### src/rtl/intersection_ctrl.sv
// -----------------------------------------------------------------------------
// intersection_ctrl
//
// Scheduler for a two-road intersection (main road, side road) with a
// pedestrian crossing. The main road rests on green. After its minimum green
// time the controller yields to a pending pedestrian request (first) or to
// the side road. Every phase is timed in ticks from a clock prescaler.
//
// Optional build macro: NIGHT_FLASH_EN
//   When defined, the input night_mode is added, along with a FLASH state
//   (phase 7) in which both yellow lamps blink.
//
// Parameters
//   TICK_DIV    clock cycles per tick (1 = every cycle is a tick)
//   MAIN_GREEN  minimum main green, ticks
//   YELLOW      yellow time for either head, ticks
//   ALL_RED     all-red clearance, ticks
//   SIDE_GREEN  side green, ticks
//   PED_WALK    walk time, ticks
//   Durations are 8-bit values. A zero duration is treated as 1.
//
// Ports
//   clock       in   system clock
//   reset_n     in   asynchronous active-low reset
//   side_req    in   side-road vehicle sensor, level
//   ped_req     in   pedestrian button, sampled every clock
//   night_mode  in   night flashing request (NIGHT_FLASH_EN builds only)
//   M_main      out  main red
//   K_main      out  main yellow
//   H_main      out  main green
//   M_side      out  side red
//   K_side      out  side yellow
//   H_side      out  side green
//   walk        out  pedestrian walk lamp
//   phase       out  current state encoding (state register, debug view)
//   sec_left    out  remaining ticks in the current state
//
// There are no valid/ready handshakes in this block. The request inputs are
// plain levels, sampled on every rising clock edge.
// -----------------------------------------------------------------------------
module intersection_ctrl #(
  parameter int unsigned TICK_DIV   = 1,
  parameter int unsigned MAIN_GREEN = 96,
  parameter int unsigned YELLOW     = 4,
  parameter int unsigned ALL_RED    = 1,
  parameter int unsigned SIDE_GREEN = 20,
  parameter int unsigned PED_WALK   = 10
) (
  input  logic       clock,
  input  logic       reset_n,
  input  logic       side_req,
  input  logic       ped_req,
`ifdef NIGHT_FLASH_EN
  input  logic       night_mode,
`endif
  output logic       M_main,
  output logic       K_main,
  output logic       H_main,
  output logic       M_side,
  output logic       K_side,
  output logic       H_side,
  output logic       walk,
  output logic [2:0] phase,
  output logic [7:0] sec_left
);

  // ---------------------------------------------------------------------------
  // State encoding. The encoding is visible directly on phase.
  // ---------------------------------------------------------------------------
  typedef enum logic [2:0] {
    S_MAIN_GRN = 3'd0,
    S_MAIN_YEL = 3'd1,
    S_ALL_RED1 = 3'd2,
    S_SIDE_GRN = 3'd3,
    S_SIDE_YEL = 3'd4,
    S_ALL_RED2 = 3'd5,
`ifdef NIGHT_FLASH_EN
    S_PED      = 3'd6,
    S_FLASH    = 3'd7
`else
    S_PED      = 3'd6
`endif
  } state_e;

  // ---------------------------------------------------------------------------
  // Phase durations. Each is truncated to 8 bits, and zero is lifted to 1, so
  // that every timed state lasts at least one tick.
  // ---------------------------------------------------------------------------
  localparam logic [7:0] DUR_MAIN = (MAIN_GREEN == 0) ? 8'd1 : MAIN_GREEN[7:0];
  localparam logic [7:0] DUR_YEL  = (YELLOW     == 0) ? 8'd1 : YELLOW[7:0];
  localparam logic [7:0] DUR_RED  = (ALL_RED    == 0) ? 8'd1 : ALL_RED[7:0];
  localparam logic [7:0] DUR_SIDE = (SIDE_GREEN == 0) ? 8'd1 : SIDE_GREEN[7:0];
  localparam logic [7:0] DUR_PED  = (PED_WALK   == 0) ? 8'd1 : PED_WALK[7:0];

  // ---------------------------------------------------------------------------
  // Prescaler. A divider of 0 behaves like 1. The counter is at least one bit
  // wide, so a divider of 1 simply holds it at 0 with tick always high.
  // ---------------------------------------------------------------------------
  localparam int unsigned TDIV = (TICK_DIV == 0) ? 1 : TICK_DIV;
  localparam int unsigned PW   = (TDIV > 1) ? $clog2(TDIV) : 1;
  localparam logic [PW-1:0] PRE_MAX = PW'(TDIV - 1);

  logic [PW-1:0] pre_q, pre_d;
  logic          tick;

  assign tick  = (pre_q == PRE_MAX);
  assign pre_d = tick ? '0 : pre_q + PW'(1);

  // ---------------------------------------------------------------------------
  // State, timer and pedestrian latch registers
  // ---------------------------------------------------------------------------
  state_e     state_q, state_d;
  logic [7:0] timer_q, timer_d;
  logic       ped_pend_q, ped_pend_d;
`ifdef NIGHT_FLASH_EN
  logic       flash_q, flash_d;
`endif

  // Timer value loaded on entry to each state. FLASH has no countdown and
  // shows 0.
  function automatic logic [7:0] dur_of(state_e s);
    logic [7:0] d;
    d = DUR_MAIN;
    case (s)
      S_MAIN_GRN: d = DUR_MAIN;
      S_MAIN_YEL: d = DUR_YEL;
      S_ALL_RED1: d = DUR_RED;
      S_SIDE_GRN: d = DUR_SIDE;
      S_SIDE_YEL: d = DUR_YEL;
      S_ALL_RED2: d = DUR_RED;
      S_PED:      d = DUR_PED;
`ifdef NIGHT_FLASH_EN
      S_FLASH:    d = 8'd0;
`endif
      default:    d = DUR_MAIN;
    endcase
    return d;
  endfunction

  always_ff @(posedge clock or negedge reset_n) begin
    if (!reset_n) begin
      state_q    <= S_MAIN_GRN;
      timer_q    <= DUR_MAIN;
      pre_q      <= '0;
      ped_pend_q <= 1'b0;
`ifdef NIGHT_FLASH_EN
      flash_q    <= 1'b0;
`endif
    end else begin
      state_q    <= state_d;
      timer_q    <= timer_d;
      pre_q      <= pre_d;
      ped_pend_q <= ped_pend_d;
`ifdef NIGHT_FLASH_EN
      flash_q    <= flash_d;
`endif
    end
  end

  // ---------------------------------------------------------------------------
  // Next-state logic. All transitions happen on tick cycles only. A timed
  // state exits on the tick where the timer reads 1, so a duration of N spans
  // exactly N ticks. The comparison is <= 1 so that a timer that has
  // saturated at 0 still lets the state exit.
  // ---------------------------------------------------------------------------
  always_comb begin
    state_d = state_q;
    timer_d = timer_q;
`ifdef NIGHT_FLASH_EN
    flash_d = flash_q;
`endif

    if (tick) begin
      timer_d = (timer_q != 8'd0) ? timer_q - 8'd1 : 8'd0;

      case (state_q)
        S_MAIN_GRN: begin
          // Main green rests at timer 0 until someone asks for the crossing.
`ifdef NIGHT_FLASH_EN
          if (night_mode && (timer_q == 8'd0)) begin
            state_d = S_FLASH;
          end else
`endif
          if ((timer_q <= 8'd1) && (side_req || ped_pend_q)) begin
            state_d = S_MAIN_YEL;
          end
        end
        S_MAIN_YEL: begin
          if (timer_q <= 8'd1) state_d = S_ALL_RED1;
        end
        S_ALL_RED1: begin
          // Pedestrians take priority over the side road.
          if (timer_q <= 8'd1) state_d = ped_pend_q ? S_PED : S_SIDE_GRN;
        end
        S_SIDE_GRN: begin
          // Fixed length, regardless of whether side_req is still high.
          if (timer_q <= 8'd1) state_d = S_SIDE_YEL;
        end
        S_SIDE_YEL: begin
          if (timer_q <= 8'd1) state_d = S_ALL_RED2;
        end
        S_ALL_RED2: begin
`ifdef NIGHT_FLASH_EN
          if (night_mode) begin
            state_d = S_FLASH;
          end else
`endif
          if (timer_q <= 8'd1) begin
            state_d = S_MAIN_GRN;
          end
        end
        S_PED: begin
          if (timer_q <= 8'd1) state_d = S_ALL_RED2;
        end
`ifdef NIGHT_FLASH_EN
        S_FLASH: begin
          if (!night_mode) begin
            state_d = S_ALL_RED2;
          end else begin
            flash_d = ~flash_q;
          end
        end
`endif
        default: state_d = S_MAIN_GRN;
      endcase

      if (state_d != state_q) begin
        timer_d = dur_of(state_d);
`ifdef NIGHT_FLASH_EN
        // Blinking starts with the lamps lit.
        flash_d = 1'b1;
`endif
      end
    end
  end

  // ---------------------------------------------------------------------------
  // Pedestrian latch. Presses are ignored while the walk phase runs. A press
  // on the edge that enters PED is dropped, because that walk phase already
  // serves it.
  // ---------------------------------------------------------------------------
  always_comb begin
    ped_pend_d = ped_pend_q;
    if ((state_d == S_PED) && (state_q != S_PED)) begin
      ped_pend_d = 1'b0;
    end else if ((state_q != S_PED) && ped_req) begin
      ped_pend_d = 1'b1;
    end
  end

  // ---------------------------------------------------------------------------
  // Lamp decode from the registered state. Exactly one lamp per head is lit,
  // except in FLASH, where only the blinking yellows can be on.
  // ---------------------------------------------------------------------------
  always_comb begin
    M_main   = 1'b1;
    K_main   = 1'b0;
    H_main   = 1'b0;
    M_side   = 1'b1;
    K_side   = 1'b0;
    H_side   = 1'b0;
    walk     = 1'b0;
    case (state_q)
      S_MAIN_GRN: begin
        M_main = 1'b0;
        H_main = 1'b1;
      end
      S_MAIN_YEL: begin
        M_main = 1'b0;
        K_main = 1'b1;
      end
      S_SIDE_GRN: begin
        M_side = 1'b0;
        H_side = 1'b1;
      end
      S_SIDE_YEL: begin
        M_side = 1'b0;
        K_side = 1'b1;
      end
      S_PED: begin
        walk = 1'b1;
      end
`ifdef NIGHT_FLASH_EN
      S_FLASH: begin
        M_main = 1'b0;
        M_side = 1'b0;
        K_main = flash_q;
        K_side = flash_q;
      end
`endif
      default: begin
        // ALL_RED1 / ALL_RED2: both heads red
      end
    endcase
  end

  assign phase    = state_q;
  assign sec_left = timer_q;

endmodule

### config.mk
export PLATFORM = sky130hd
export DESIGN_NAME = intersection_ctrl
export DESIGN_NICKNAME = d
export VERILOG_FILES = /design/src/rtl/intersection_ctrl.sv
export SDC_FILE = /design/constraint.sdc
export NUM_CORES = 1
export LEC_CHECK = 0
export CAP_MARGIN = 20
export CORE_MARGIN = 10
export CORE_UTILIZATION = 42
export DETAILED_ROUTE_END_ITERATION = 7
export GPL_TIMING_DRIVEN = 0
export PLACE_DENSITY = 0.75
export SETUP_SLACK_MARGIN = 0.1
export SYNTH_ARGS = -nofsm -noshare
export SYNTH_HDL_FRONTEND = slang
export SYNTH_SLANG_ARGS = --single-unit
### constraint.sdc
create_clock -name clock -period 1.4 [get_ports clock]
set_input_delay 0.14 -clock clock [delete_from_list [all_inputs] [get_ports clock]]
set_output_delay 0.14 -clock clock [all_outputs]
set_load 0.03 [all_outputs]
==> Yosys cells after proc, flatten, opt, wreduce, memory -nomap -nowiden <==
Index checks and enable logic that the tools add are counted.
{ "op_classes": {"n_lt_le_gt_ge": 1, "eq_ne": 15, "n_mux": 23, "n_addsub": 2, "reduce_logical": 12} }
{ "op_table": {"columns": ["operator", "n"], "rows": [
  ["7-bit case mux with 4 select lines", 1],
  ["3-bit two-way mux", 9],
  ["3-bit == test (second input constant)", 7],
  ["3-bit case mux with 6 select lines", 1],
  ["8-bit two-way mux", 2],
  ["3-bit by 2-bit == test with 1-bit output (second input constant)", 4],
  ["1-bit two-way mux", 10],
  ["2-bit OR reduction", 5],
  ["8-bit by 1-bit less-or-equal comparator with 1-bit output (second input constant)", 1],
  ["8-bit nonzero test", 1],
  ["8-bit by 1-bit subtractor with 8-bit output (second input constant)", 1],
  ["3-bit by 1-bit == test with 1-bit output (second input constant)", 2],
  ["1-bit logical AND", 3],
  ["3-bit logical NOT", 1],
  ["3-bit inequality test", 1],
  ["3-bit inequality test (second input constant)", 1],
  ["2-bit nonzero test", 1],
  ["1-bit adder (second input constant)", 1],
  ["1-bit logical OR", 1]
]} }
{ "word_totals": {"elab_cells": 57, "ff_bits": 13, "output_inout_bits": 18, "input_bits": 4} }

==> Depth between registers and ports, before layout <==
Gate-level depths: netlist (run 1).
{ "depth": {"depth_word": 9, "ltp_mapped": 6, "ltp_nobuf": 5} }

==> Least setup slack after synthesis (run 1) <==
No wires, ideal clock.
{ "synth_timing": {"kind": "reg2out", "start": "register state_q[0] (netlist: phase[0])", "end": "output port M_side", "path_slack_ns": -0.772, "stages_incl_launch_ff": 5, "t_arrival_ns": 2.032, "n_path_buf": 1, "required_ns": 1.260, "path_cell_list": "dfrtp_1 clkbuf_1 inv_1 nor3_1 nor2_1"} }
{ "synth_between": {"elab_chain_len": 3, "elab_cells_between_ends": 4, "cone_classes": "2 x eq/ne; 1 x mux; 1 x reduce/logical"} }
{ "synth_lines": {"columns": ["element", "line_no", "source"], "rows": [
  ["from (decl)", "112", "state_e state_q, state_d;"],
  ["from (signal assigned)", "150", "state_q <= state_d;"],
  ["3-bit == test or 3-bit by 2-bit == test with 1-bit output (tied branches)", "263", "case (state_q)"],
  ["2-bit OR reduction (no source line) (*)", null, null],
  ["1-bit two-way mux (*)", "263", null],
  ["to (decl)", "59", "output logic M_side,"]
]} }
Every way passes the cells marked *; elsewhere a longest branch is shown, timed or not.

==> Final worst setup path (run 1) <==
Ends and elaborated chain as after synthesis.

==> results of run 1 <==
## metal layers
| metal | vias to the layer above | part of all wire |
|---|---|---|
| met2 | 44 | 0.48 |
| li1 | 415 | - |
| met3 | 7 | 0.080 |
| met5 | - | 0 |
| met4 | 0 | 0.023 |
| met1 | 426 | 0.42 |
## worst max-delay path by stage
stage                   to  depth (start not counted)         from  slack [ns]
6_report            M_side                          5     phase[0]       -0.17
5_1_grt             M_side                          5     phase[0]       -0.24
4_1_cts        sec_left[4]                          4  sec_left[4]       -0.15
3_5_place_dp        M_side                          5     phase[2]       -0.51
3_3_place_gp        M_side                          5     phase[2]       -0.49
2_1_floorplan     phase[1]                          6  sec_left[1]       -0.16
## synthesized netlist by cell type, types with 2 or more instances
cell	instances	area share
a21oi_1	3	0.019
a31oi_1	2	0.016
and2_1	3	0.024
clkbuf_1	3	0.014
dfrtp_1	10	0.32
dfstp_2	2	0.067
ha_1	3	0.048
inv_1	4	0.019
nand2_1	4	0.019
nand3_1	2	0.013
nor2_1	8	0.038
nor3_1	5	0.032
nor4_4	2	0.054
o211ai_1	3	0.029
o21ai_0	8	0.051
o21ai_1	2	0.013
o22ai_1	2	0.016
xnor2_1	3	0.033
xor2_1	2	0.022
## sequential cells by signal, indices dropped and copies added, names as in the netlist
| register | count |
|---|---|
| sec_left | 8 |
| phase | 3 |
| ped_pend_q | 1 |
## cell type report
cell class | instances | area, sq um | share of cell area
Inverter | 4 | 21.27 | 0.01496
Tap cell | 25 | 31.28 | 0.02201
Timing Repair Buffer | 46 | 392.9 | 0.2764
Clock buffer | 4 | 36.28 | 0.02553
Buffer | 5 | 57.56 | 0.04049
Multi-Input combinational cell | 65 | 570.5 | 0.4014
Sequential cell | 12 | 311.5 | 0.2192
## stage by stage
| step | power [W] | instance area, sq um |
|---|---|---|
| detailed placement | 0.0003855 | 1095 |
| global placement | 0.0003839 | 1095 |
| finish | 0.0006778 | 1421 |
| CTS | 0.0006745 | 1318 |
| global route | 0.0007170 | 1421 |
| floorplan | 0.0003668 | 853.3 |
## kinds of logic (layout without fill, tap and decap cells)
logic type	after synthesis	after routing	share of synthesized area
buf+inv	9	59	0.05395
flops	12	12	0.3841
fa+ha+maj	4	4	0.06191
compound gates	26	26	0.2095
simple gates	30	30	0.2349
xor+xnor	5	5	0.05557
## worst register-to-register path, stage by stage (launching register included)
cell and delay (ns):
dfrtp_2 0.45, ha_2 0.20, o211a_1 0.23, buf_6 0.14
o211ai_1 0.32, o21ai_1 0.13
## timing repair
action                     CTS  global route
buffers inserted            16            10
resized for setup           94            28
setup endpoints to repair   30            26
pin swaps                    8             7
## power by group through the flow
stage / logic, W / registers (W) / clock network, W
floorplan: 0.0000107 / 0.000356 / 0
finish: 0.0000338 / 0.000350 / 0.000294
detailed placement: 0.0000293 / 0.000356 / 0
CTS: 0.0000301 / 0.000349 / 0.000295
global placement: 0.0000279 / 0.000356 / 0
global route: 0.0000382 / 0.000350 / 0.000329
==> impl_metrics.tcl, run 1 <==
set metrics [dict create \
    cts_tree "yes" \
    busiest_layer "met2" \
    num_rows 15 \
    place_ws_ns -0.5122 \
    io_buffers 21 \
    setup_ws_ns -0.1735 \
    cp_cell_sequence "buf_8, clkinvlp_4, nor3_4, nor2_4, buf_6" \
    yosysSeqAreaShare 0.3841 \
    slew_headroom 0.6314 \
    drv_slew 0 \
    rsz0062_at_grt "true" \
    leakage_nw 0.6097 \
    num_vias 892 \
    wl_per_cell_um 17.83 \
    clk_path_buf_depth 2 \
    place_congestion 0.8448 \
    timing.final.crit_period_ns 1.573 \
    yosys_warnings 0 \
    r2r_start "sec_left[0]" \
    met2_usage 0.2111 \
    die_area_sq_um 4009 \
    p_int_w 0.0005218 \
    cp.arrival_ns 1.43 \
    seqPwrFrac 0.516 \
    cp_slowest_stage_delay_ns 0.44 \
    grt_pass1_vias 864 \
    combinationalPowerShare 0.050 \
    synthesis.nets 93 \
    numCtsBuffers 3 \
    htree_levels 1 \
    overflow 0 \
    nFillCells 106 \
    fin_crit_sh 1.124 \
    dpl.cell_count 132 \
    violations "setup timing" \
    dieHeight_um 63.32 \
    final_cell_mix "buf_4, buf_6, dfrtp_2, o21ai_1" \
    use_met3 0.04770 \
    setup_violations 18 \
    sw_frac_of_total 0.2302 \
    totalNegativeSetupSlack_ns -1.889 \
    syn-cell-area_sq_um 788.3 \
    route.final.wire_length_um 2871 \
    layout.nets 144 \
    critPathLaunchType "flop" \
    clk_pin_slew_ns 0.08 \
    die_w_um 63.32 \
    cp_slowest_cell "dfrtp_1" \
    ctsHoldBuffers 0 \
    synth_cells 86 \
    grt_util_all_layers 0.1274 \
    p_clk_frac 0.434 \
    syn_avg_cell_area_sq_um 9.166 \
    path_buf_inv 3 \
    drtIter0Drc 26 \
    synthToLayoutAreaGrowth_pct 80.32 \
    r2r_setup_slack_ns -0.15 \
    drc 0 \
    critical-path-top-delay-family "flip-flops" \
    fin_cells 161 \
    skew_ns 0.001226 \
    core_sq_um 1745 \
    status "finished with violations" \
    antenna_cells 0 \
    clk_latency_ns 0.28 \
    start_util 0.4516 \
    hp-class "in2async" \
    endpoint_kind "output pin" \
    place_hpwl_um 1630 \
    ctsRootBufferMaster "clkbuf_4" \
    path_max_fanout 4 \
    peakVddDrop_mv 0.5736 \
    powerDensity_nw_per_um2 476.9 \
    max_cap_violations 0 \
    switchingPower_w 0.0001561 \
    dr.pass1.iters 4 \
    cp.required_ns 1.26 \
    grt_max_degree 13 \
    worstMarginPinSlew_ns 0.5511 \
    ios 22 \
    ys_async_sr_fraction 1.000 \
    yosys_register_bits 12 \
    final_hold_viol_count 0 \
    crit_type "reg2out" \
    grt_use_met1 0.1378 \
    final_core_util 0.8143 \
    ys_types 34 \
    mostFrequentLayoutCell "buf_4" \
    grt_pass1_wl_um 4188 \
    synth_top_flop_cell "dfrtp_1" \
    whs_ns 0.2055 \
    avgViaCountPerCell 5.540 \
    antenna_found_initial 0 \
    r2r-end "sec_left[6]" \
    ant_nets 0 \
    synth_edf_count 0 \
    cts.sinks 12 \
    fmax_mhz 635.5 \
    drive_gt1_frac 0.6250 \
    reg2regPathDepth 5 \
]
Note: power is estimated with default switching activity, not from simulation.
==> inputs of run 2 (changes only) <==
--- a/config.mk
+++ b/config.mk
@@ -11,7 +11,9 @@
 export DETAILED_ROUTE_END_ITERATION = 7
 export GPL_TIMING_DRIVEN = 0
 export PLACE_DENSITY = 0.75
+export RECOVER_POWER = 25
 export SETUP_SLACK_MARGIN = 0.1
 export SYNTH_ARGS = -nofsm -noshare
 export SYNTH_HDL_FRONTEND = slang
 export SYNTH_SLANG_ARGS = --single-unit
+export TNS_END_PERCENT = 100
==> run 2 against run 1 <==
Compared with the run above:
- the run still ends with setup timing left
- critical path type unchanged
- clock-buffer cell count unchanged
- utilization unchanged
- via count unchanged
- critical path depth unchanged
- non-clock buffer count did not move
- flip-flop and latch count unchanged
==> impl_metrics.tcl, run 2 (synthesis gave the netlist of run 1 again) <==
set metrics [dict create \
    grt_util_all_layers 0.1274 \
    clk_path_buf_depth 2 \
    drv_slew 0 \
    whs_ns 0.2758 \
    setup_violations 18 \
    final_hold_viol_count 0 \
    cp_cell_sequence "buf_8, clkinvlp_4, nor3_4, nor2_4, buf_6" \
    critPathLaunchType "flop" \
    place_congestion 0.8448 \
    cp.arrival_ns 1.43 \
    drive_gt1_frac 0.6250 \
    final_core_util 0.8143 \
    slew_headroom 0.6276 \
    ctsHoldBuffers 0 \
    num_rows 15 \
    fmax_mhz 635.5 \
    start_util 0.4516 \
    final_cell_mix "buf_4, buf_6, dfrtp_2, o21ai_1" \
    clk_latency_ns 0.28 \
    num_vias 892 \
    clk_pin_slew_ns 0.08 \
    fin_crit_sh 1.124 \
    register_area_sq_um 311.5 \
    ant_nets 0 \
    htree_levels 1 \
    synthToLayoutAreaGrowth_pct 80.32 \
    setup_ws_ns -0.1735 \
    layout.nets 144 \
    worstMarginPinSlew_ns 0.5568 \
    place_hpwl_um 1630 \
    multi_input_area_sq_um 570.5 \
    die_w_um 63.32 \
    violations "setup timing" \
    max_cap_violations 0 \
    path_max_fanout 4 \
    dieHeight_um 63.32 \
    cts.sinks 12 \
    grt_pass1_wl_um 4188 \
    nFillCells 106 \
    avgViaCountPerCell 5.540 \
    cp_slowest_stage_delay_ns 0.44 \
    grt_max_degree 13 \
    leakage_nw 0.6099 \
    mostFrequentLayoutCell "buf_4" \
    drtIter0Drc 26 \
    numCtsBuffers 3 \
    largest_reg_flops 8 \
    timing.final.crit_period_ns 1.573 \
    drc 0 \
    wl_per_cell_um 17.83 \
    die_area_sq_um 4009 \
    core_sq_um 1745 \
    antenna_found_initial 0 \
    hp-class "in2async" \
    status "finished with violations" \
    r2r_setup_slack_ns -0.15 \
    endpoint_kind "output pin" \
    dr.pass1.iters 4 \
    peakVddDrop_mv 0.5736 \
    powerDensity_nw_per_um2 476.5 \
    io_buffers 21 \
    ctsRootBufferMaster "clkbuf_4" \
    place_ws_ns -0.5122 \
    route.final.wire_length_um 2871 \
    ios 22 \
    antenna_cells 0 \
    crit_type "reg2out" \
    rsz0062_at_grt "true" \
    fin_cells 161 \
    grt_pass1_vias 864 \
    dpl.cell_count 132 \
    overflow 0 \
    dpl_cell_area_sq_um 1095 \
    cp.required_ns 1.26 \
    skew_ns 0.001226 \
    final_area_sq_um 1421 \
    cp_slowest_cell "dfrtp_1" \
    cts_tree "yes" \
]
run 2: stage by stage:
step           TNS, ns  total power, W
6_report        -1.892       0.0006773
3_5_place_dp    -4.376       0.0003855
3_3_place_gp    -3.883       0.0003839
2_1_floorplan  -0.9591       0.0003668
4_1_cts         -1.462       0.0006745
5_1_grt         -3.147       0.0007164
run 2: worst paths after layout:
| check | endpoint | startpoint | cells past startpoint |
|---|---|---|---|
| max | M_side | phase[0] | 5 |
| min | ped_pend_q | reset_n | 1 |
| max reg2reg | sec_left[6] | sec_left[0] | 5 |
| min reg2reg | sec_left[0] | sec_left[0] | 1 |
| max in group asynchronous | sec_left[1] | reset_n | 1 |
| min in group clock | ped_pend_q | ped_req | 3 |
run 2: final cells by class:
type / count / area share
multi-input cells: 65 / 0.4014
repair buffers: 46 / 0.2764
flip-flops and latches: 12 / 0.2192
plain buffers: 5 / 0.04049
clock buffers: 4 / 0.02553
well taps: 25 / 0.02201
inverters: 4 / 0.01496
run 2: repair_timing:
action	CTS	global route
resized for setup	94	28
pin swaps	8	7
setup buffers	16	10
endpoints found under the setup margin	30	26
run 2: worst max-delay path: cells and delay by family (launching register included):
family | cells | cell delay, ns
buf+inv | 3 | 0.39
flops | 1 | 0.44
simple gates | 2 | 0.32
run 2: power by group:
part / internal [W] / leakage (nW) / switching, W
Clock: 0.000158 / 0.0210 / 0.000136
Sequential: 0.000349 / 0.131 / 0.000000621
Combinational: 0.0000138 / 0.458 / 0.0000194
run 2: per-layer routing:
layer,part of all wire,GRT usage,vias up
met5,0,0,-
li1,-,-,415
met3,0.080,0.04770,7
met4,0.023,0.06557,0
met2,0.48,0.2111,44
met1,0.42,0.1378,426
==> inputs of run 3 (changes only) <==
--- a/config.mk
+++ b/config.mk
@@ -6,7 +6,7 @@
 export NUM_CORES = 1
 export LEC_CHECK = 0
 export CAP_MARGIN = 20
-export CORE_MARGIN = 10
+export CORE_MARGIN = 3
 export CORE_UTILIZATION = 42
 export DETAILED_ROUTE_END_ITERATION = 7
 export GPL_TIMING_DRIVEN = 0
==> run 3 against run 2 <==
Compared with the run above:
- the flow still finishes with violations (setup timing)
- final area grew 3.4%
- sequential power grew 2%
- hold slack gained 0.027 ns
- sequential share of layout area shrank 0.73 points
- power shrank 3.3%
- die area shrank 39%
- setup slack lost 0.0062 ns
- clock-buffer cell count is the same
- critical endpoint is now phase[1]
==> impl_metrics.tcl, run 3 (synthesis gave the netlist of run 1 again) <==
set metrics [dict create \
    status "finished with violations" \
    violations "setup timing" \
    critical_path.startpoint "sec_left[0]" \
    grt_util_all_layers 0.2500 \
    critPathLaunchType "flop" \
    cp_slowest_cell "dfrtp_2" \
    antenna_cells 0 \
    grt_pass1_vias 948 \
    leakage_nw 0.6280 \
    reg2regPathDepth 6 \
    ant_nets 0 \
    path_max_fanout 6 \
    final_cell_mix "buf_6, buf_4, o21ai_2, dlygate4sd2_1, dfrtp_2" \
    grt_max_degree 13 \
    mostFrequentLayoutCell "buf_6" \
    htree_levels 1 \
    r2r_setup_slack_ns -0.18 \
    drtIter0Drc 17 \
    drv_slew 0 \
    dpl.cell_count 132 \
    drive_gt1_frac 0.6593 \
    setup_violations 15 \
    antenna_found_initial 0 \
    largest_reg_flops 8 \
    register_area_sq_um 311.5 \
    wl_per_cell_um 17.08 \
    final_core_util 0.8423 \
    cts.sinks 12 \
    num_vias 886 \
    r2r-end "phase[1]" \
    place_congestion 0.8039 \
    die_w_um 49.32 \
    cp.required_ns 1.57 \
    hp-class "in2async" \
    crit_type "reg2reg" \
    avgViaCountPerCell 5.538 \
    peakVddDrop_mv 0.3036 \
    endpoint_kind "flop" \
    timing.final.crit_period_ns 1.580 \
    powerDensity_nw_per_um2 445.5 \
    place_hpwl_um 1437 \
    layout.nets 143 \
    numCtsBuffers 3 \
    path_buf_inv 2 \
    ctsHoldBuffers 0 \
    cp.arrival_ns 1.75 \
    synthToLayoutAreaGrowth_pct 86.51 \
    r2r_start "sec_left[0]" \
    num_rows 15 \
    final_hold_viol_count 0 \
    core_sq_um 1745 \
    setup_ws_ns -0.1796 \
    skew_ns 0.0004353 \
    power_w 0.0006549 \
    cts_tree "yes" \
    route.final.wire_length_um 2733 \
    slew_headroom 0.6150 \
    overflow 0 \
    clk_path_buf_depth 2 \
    endpoint "phase[1]" \
    fmax_mhz 633.1 \
    ios 22 \
    max_cap_violations 0 \
    multi_input_area_sq_um 586.8 \
    dr.pass1.iters 4 \
    critical-path-top-delay-family "flip-flops" \
    rsz0062_at_grt "true" \
    start_util 0.4516 \
    cp_slowest_stage_delay_ns 0.45 \
    drc 0 \
    io_buffers 21 \
    nFillCells 94 \
    fin_crit_sh 1.128 \
    fin_cells 160 \
    ctsRootBufferMaster "clkbuf_4" \
    cp_cell_sequence "inv_2, ha_4, o211a_1, buf_6, maj3_2, o32ai_2" \
    totalNegativeSetupSlack_ns -1.679 \
    clk_latency_ns 0.27 \
    cp.depth 6 \
    dieHeight_um 49.32 \
    worstMarginPinSlew_ns 0.5757 \
    die_area_sq_um 2432 \
    grt_pass1_wl_um 4588 \
    clk_pin_slew_ns 0.08 \
]
==> run 3: changes by cell type in the layout (fill, tap and decap cells not counted), moves of 3 or more <==
cell,previous run,this run
buf_4,21,15
buf_6,14,19
clkbuf_2,3,0
dlygate4sd2_1,4,7
o21ai_1,6,1
o21ai_2,1,7
==> run 3: cell type report <==
type,count,area share
flip-flops and latches,12,0.2119
multi-input cells,65,0.3991
well taps,25,0.02128
clock buffers,4,0.02468
repair buffers,46,0.2928
plain buffers,4,0.03574
inverters,4,0.01447
==> run 3: worst min-delay path by stage <==
| stage | startpoint | to | cells after the start |
|---|---|---|---|
| finish | reset_n | sec_left[2] | 1 |
| global route | reset_n | sec_left[3] | 1 |
| CTS | reset_n | sec_left[3] | 1 |
| detailed placement | reset_n | ped_pend_q | 1 |
| global placement | reset_n | ped_pend_q | 1 |
| floorplan | reset_n | ped_pend_q | 0 |
==> run 3: per-layer routing <==
metal,wire length (um),up-vias,track usage,share of wire
met3,131,2,0.05199,0.048
met5,0,-,0,0
met4,16,0,0.1043,0.0059
met2,1453,43,0.4464,0.53
met1,1132,436,0.2844,0.41
li1,-,405,-,-
==> run 3: power breakdown <==
group          internal, W  total [W]  leakage (nW)  switching [W]
registers         0.000349   0.000356         0.131     0.00000750
logic            0.0000106  0.0000230         0.476      0.0000124
clock network     0.000158   0.000276        0.0210       0.000118
==> run 3: timing repair <==
item / 4_1_cts / 5_1_grt
gates resized for setup: 105 / 20
pin swaps: 14 / 8
endpoints found under the setup margin: 30 / 24
gates cloned: 1 / 0
setup buffers: 20 / 5
==> run 3: stage by stage <==
stage / setup WS (ns) / hold WS [ns] / instance area, sq um
2_1_floorplan: -0.1588 / -0.1556 / 853.3
3_3_place_gp: -0.4892 / 0.5324 / 1095
3_5_place_dp: -0.5128 / 0.5372 / 1095
4_1_cts: -0.1205 / 0.2359 / 1400
5_1_grt: -0.2478 / 0.3311 / 1470
6_report: -0.1796 / 0.3030 / 1470
